**src/rtl/nt_block_builder.sv**
```systemverilog
// Serial MD4 message-block builder for NT hashing: packs one ASCII candidate as
// UTF-16LE, one char per cycle, then appends the 0x80 pad and the bit length.
module nt_block_builder #(
  parameter int unsigned MAX_LEN = 20,
  parameter int unsigned LEN_W   = 6
) (
  input  logic                   clk,
  input  logic                   rst_n,
  input  logic [8*MAX_LEN-1:0]   in_password,
  input  logic [LEN_W-1:0]       in_length,
  input  logic                   in_valid,
  output logic                   in_ready,
  output logic [511:0]           out_block,
  output logic [LEN_W-1:0]       out_length,
  output logic                   out_err,
  output logic                   out_valid,
  input  logic                   out_ready
);

  localparam int unsigned PW_W  = 8 * MAX_LEN;
  localparam int unsigned BLK_W = 512;

  typedef enum logic [1:0] {IDLE, FILL, PAD, OUT} state_t;

  state_t             state_q, state_d;
  logic               in_ready_q, in_ready_d;
  logic               out_valid_q, out_valid_d;
  logic               out_err_q, out_err_d;
  logic [BLK_W-1:0]   out_block_q, out_block_d;
  logic [LEN_W-1:0]   out_length_q, out_length_d;
  logic [PW_W-1:0]    pw_q, pw_d;
  logic [LEN_W-1:0]   idx_q, idx_d;

  always_ff @(posedge clk or negedge rst_n) begin
    if (!rst_n) begin
      state_q      <= IDLE;
      in_ready_q   <= 1'b0;
      out_valid_q  <= 1'b0;
      out_err_q    <= 1'b0;
      out_block_q  <= '0;
      out_length_q <= '0;
      pw_q         <= '0;
      idx_q        <= '0;
    end else begin
      state_q      <= state_d;
      in_ready_q   <= in_ready_d;
      out_valid_q  <= out_valid_d;
      out_err_q    <= out_err_d;
      out_block_q  <= out_block_d;
      out_length_q <= out_length_d;
      pw_q         <= pw_d;
      idx_q        <= idx_d;
    end
  end

  // out_length_q doubles as the latched candidate length for FILL and PAD.
  always_comb begin
    state_d      = state_q;
    in_ready_d   = in_ready_q;
    out_valid_d  = out_valid_q;
    out_err_d    = out_err_q;
    out_block_d  = out_block_q;
    out_length_d = out_length_q;
    pw_d         = pw_q;
    idx_d        = idx_q;

    case (state_q)
      IDLE: begin
        in_ready_d = 1'b1;
        if (in_valid && in_ready_q) begin
          in_ready_d   = 1'b0;
          out_err_d    = 1'b0;
          out_block_d  = '0;
          out_length_d = in_length;
          pw_d         = in_password;
          idx_d        = '0;
          if (in_length > LEN_W'(MAX_LEN)) begin
            out_err_d   = 1'b1;
            out_valid_d = 1'b1;
            state_d     = OUT;
          end else if (in_length == '0) begin
            state_d = PAD;
          end else begin
            state_d = FILL;
          end
        end
      end

      FILL: begin
        for (int i = 0; i < MAX_LEN; i++) begin
          if (idx_q == LEN_W'(i)) begin
            out_block_d[16*i +: 8]   = pw_q[PW_W-1-8*i -: 8];
            out_block_d[16*i+8 +: 8] = 8'h00;
          end
        end
        idx_d = idx_q + LEN_W'(1);
        if (idx_q == out_length_q - LEN_W'(1)) begin
          state_d = PAD;
        end
      end

      PAD: begin
        for (int i = 0; i <= MAX_LEN; i++) begin
          if (out_length_q == LEN_W'(i)) begin
            out_block_d[16*i +: 8] = 8'h80;
          end
        end
        out_block_d[14*32 +: 32] = 32'(out_length_q) << 4;
        out_block_d[15*32 +: 32] = 32'h0;
        out_valid_d              = 1'b1;
        state_d                  = OUT;
      end

      OUT: begin
        if (out_valid_q && out_ready) begin
          out_valid_d = 1'b0;
          in_ready_d  = 1'b1;
          state_d     = IDLE;
        end
      end

      default: state_d = IDLE;
    endcase
  end

  assign in_ready   = in_ready_q;
  assign out_valid  = out_valid_q;
  assign out_err    = out_err_q;
  assign out_block  = out_block_q;
  assign out_length = out_length_q;

endmodule

```
**config.mk**
```make
export PLATFORM = sky130hd
export DESIGN_NAME = nt_block_builder
export DESIGN_NICKNAME = d
export VERILOG_FILES = /design/src/rtl/nt_block_builder.sv
export SDC_FILE = /design/constraint.sdc
export NUM_CORES = 1
export LEC_CHECK = 0
export ABC_AREA = 0
export ABC_CLOCK_PERIOD_IN_PS = 2200
export CORE_AREA = 2 2 271 273
export CTS_CLUSTER_SIZE = 30
export DETAILED_ROUTE_END_ITERATION = 16
export DIE_AREA = 0 0 273 275
export GPL_TIMING_DRIVEN = 0
export MAX_ROUTING_LAYER = met4
export PLACE_DENSITY = 0.5
export SLEW_MARGIN = 15
export SYNTH_ARGS = -nofsm -noshare
export SYNTH_HDL_FRONTEND = slang
export SYNTH_SLANG_ARGS = --single-unit
```
**constraint.sdc**
```tcl
create_clock -name clk -period 2.2 [get_ports clk]
set_input_delay 0.55 -clock clk [delete_from_list [all_inputs] [get_ports clk]]
set_output_delay 0.55 -clock clk [all_outputs]
set_load 0.02 [all_outputs]
```
==> results.sh <==
export IMPL_cp_start_kind="register"
export IMPL_place_area_mm2=0.0236
export IMPL_hold_class="input port to asynchronous set/reset pin"
export IMPL_yosysWarnings=0
export IMPL_rows=99
export IMPL_cts_buffers=43
export IMPL_die_x_um=273
export IMPL_portBuffers=345
export IMPL_vias=12500
export IMPL_synth_commonest_cells="buf_4, dfrtp_1, nand2_1"
export IMPL_wl_met2_mm=29.7
export IMPL_p_total_mw=35.6
export IMPL_netlist_instances=1607
export IMPL_hold_slack_ps=480
export IMPL_rr_worst_depth=8
export IMPL_dp_hpwl_mm=43.6
export IMPL_die_h_um=275
export IMPL_layout_min_cycle_time_ps=2140
export IMPL_cp_required_ps=1650
export IMPL_grt_max_degree=99
export IMPL_met3_length_mm=5.27
export IMPL_postLayoutCellArea_mm2=0.0253
export IMPL_skew_ps=22.8
export IMPL_setup_violations=0
export IMPL_antenna_found_initial=11
export IMPL_coreArea_mm2=0.0723
export IMPL_start_util=0.242
export IMPL_cap_violations=0
export IMPL_wl_met1_mm=20.2
export IMPL_end_kind="output port"
export IMPL_pwr_density_cell_mw_per_mm2=1410
export IMPL_area_growth_pct=44.6
export IMPL_top_layer_used="met4"
export IMPL_ctsLongestPathBuffers=3
export IMPL_multiInputGateArea_mm2=0.00694
export IMPL_fill_cells=7248
export IMPL_grt_util_all_layers=0.148
export IMPL_drc=0
export IMPL_clk_latency_ps=560
export IMPL_fin_nets=2536
export IMPL_reg2reg_to="idx_q[5]"
export IMPL_yosysMostFrequentCell="buf_4"
export IMPL_totalWireLength_mm=56.1
export IMPL_grt_pass1_vias=12200
export IMPL_root_buffer="clkbuf_16"
export IMPL_fp_dieArea_mm2=0.0751
export IMPL_gp_congestion=0.836
export IMPL_wl_per_cell_um=16.7
export IMPL_path_delay_family="buffers and inverters"
export IMPL_fmaxAchievable_mhz=467
export IMPL_cp_arrival_ps=1590
export IMPL_avgViaCountPerCell=3.72
export IMPL_drtIter0Drc=448
export IMPL_synth_distinct_cells=51
export IMPL_seqCellArea_mm2=0.00861
export IMPL_cp_num_buf_inv=1
export IMPL_ir_worst_vdd_uv=659
export IMPL_crit_path_max_incr_delay_ps=680
export IMPL_synth_edf_count=0
export IMPL_status="complete, no violations"
export IMPL_path_clk_slew_ps=60
export IMPL_r2r_start="state_q[0]"
export IMPL_power_leakage_nw=12.4
export IMPL_fin_crit_sh=0.974
export IMPL_hold_violations=0
export IMPL_num_io_pins=691
export IMPL_synth_async_reset_ratio=1.00
export IMPL_synth_area_mm2=0.0175
export IMPL_crit_chain="clkdlybuf4s50_1"
export IMPL_cts_tree="built"
export IMPL_seq_area_frac_synth=0.492
export IMPL_grt_first_pass_wirelength_mm=80.1
export IMPL_slew_viol_final=0
export IMPL_drtPass1Iterations=5
export IMPL_synth_ff_type="dfrtp_1"
export IMPL_synth_top_area_share=0.492
export IMPL_critPathSlowestCell="clkdlybuf4s50_1"
export IMPL_path_class="register to output port"
export IMPL_htreeDepth=2
export IMPL_avgSynthCellArea_um2=10.9
export IMPL_worst_pin_slew_ps=589
export IMPL_drive_above_1_share=0.252
export IMPL_clock_sinks=344
export IMPL_ys_seq_elements=344
export IMPL_grt_overflow=0
export IMPL_worst_slack_ps=56.5
export IMPL_yosysTopAreaCell="dfrtp_1"
export IMPL_post_place_ws_ps=-1360
export IMPL_cp_max_fo=2
export IMPL_r2r_setup_slack_ps=150
export IMPL_final_antenna_net_count=0
export IMPL_synthTopCellsByArea="dfrtp_1, buf_4, mux2i_1, mux2_2, mux2_1"
export IMPL_slew_headroom=0.608
==> cell families (layout without fill, tap and decap cells) <==
group           count (synthesis)  count (layout)  synth area share
compound gates                109             109            0.0357
simple gates                  261             261            0.0706
xor+xnor                       11              11           0.00551
mux                           311             311             0.190
other cells                     1             353          0.000214
fa+ha+maj                      14              14            0.0100
flops                         344             344             0.492
buf+inv                       556             990             0.196
==> metal layers <==
metal,vias to the layer above,track usage
met2,421,0.265
met4,0,0.0306
met1,5977,0.155
met5,-,-
li1,6031,-
met3,55,0.0551
==> cell usage in the layout (no fill, tap or decap), drive strengths merged, types with 9 or more instances in the layout <==
cell type      netlist  layout
mux2               165     165
conb                 1     345
clkbuf              24      84
o21ai               55      55
nor2                15      15
clkdlybuf4s50        0     322
mux2i              146     146
a21oi               32      32
nand3               27      27
nand2              185     185
buf                378     393
clkinv               0       9
dlygate4sd2          0      15
inv                154     155
dfrtp              344     344
ha                  14      14
==> worst max-delay path by stage <==
stage,startpoint,end,slack [ps],depth (start not counted)
after floorplan,out_length[0],state_q[1],160,7
after global placement,rst_n,out_block[101],-15130,1
after detailed placement,in_valid,pw_q[73],-1360,6
after CTS,state_q[0],out_block[212],-1,8
after global routing,out_block[132],out_block[132],-5,1
final,out_block[132],out_block[132],60,1
==> through the flow <==
stage	setup TNS (ps)	util	cells
2_1_floorplan	0	-	1951
3_3_place_gp	-5358300	0.324	3255
3_5_place_dp	-207090	0.326	3259
4_1_cts	-1.44	0.348	3344
5_1_grt	-4.79	0.350	3352
6_report	0	0.350	3352
==> repair_timing <==
action / in CTS / in global routing
pin swaps: 3 / 0
gates resized for setup: 71 / 26
gates cloned: 0 / 0
endpoints found under the hold margin: 42 / 0
setup buffers: 7 / 0
hold buffers: 1 / 0
endpoints found under the setup margin: 347 / 282
==> final cells by class <==
cell class / instances / area share
sequential: 344 / 0.341
inverter: 154 / 0.0229
multi-input combinational: 1051 / 0.274
antenna: 8 / 0.000792
timing repair buffer: 357 / 0.144
clock inverter: 14 / 0.00450
tap: 959 / 0.0475
buffer: 401 / 0.116
clock buffer: 64 / 0.0493
==> power by group <==
part / total [mW] / switching, mW / internal [mW]
registers: 11.0 / 1.70 / 9.35
clock network: 6.86 / 2.81 / 4.05
logic: 17.7 / 10.0 / 7.70
==> state kept, by name, indices dropped and copies added (netlist names) <==
register	cells
out_length	6
in_ready	1
pw_q	160
idx_q	6
out_block	167
state_q	2
out_err	1
out_valid	1
No activity file was read; power rests on OpenSTA's default activity.
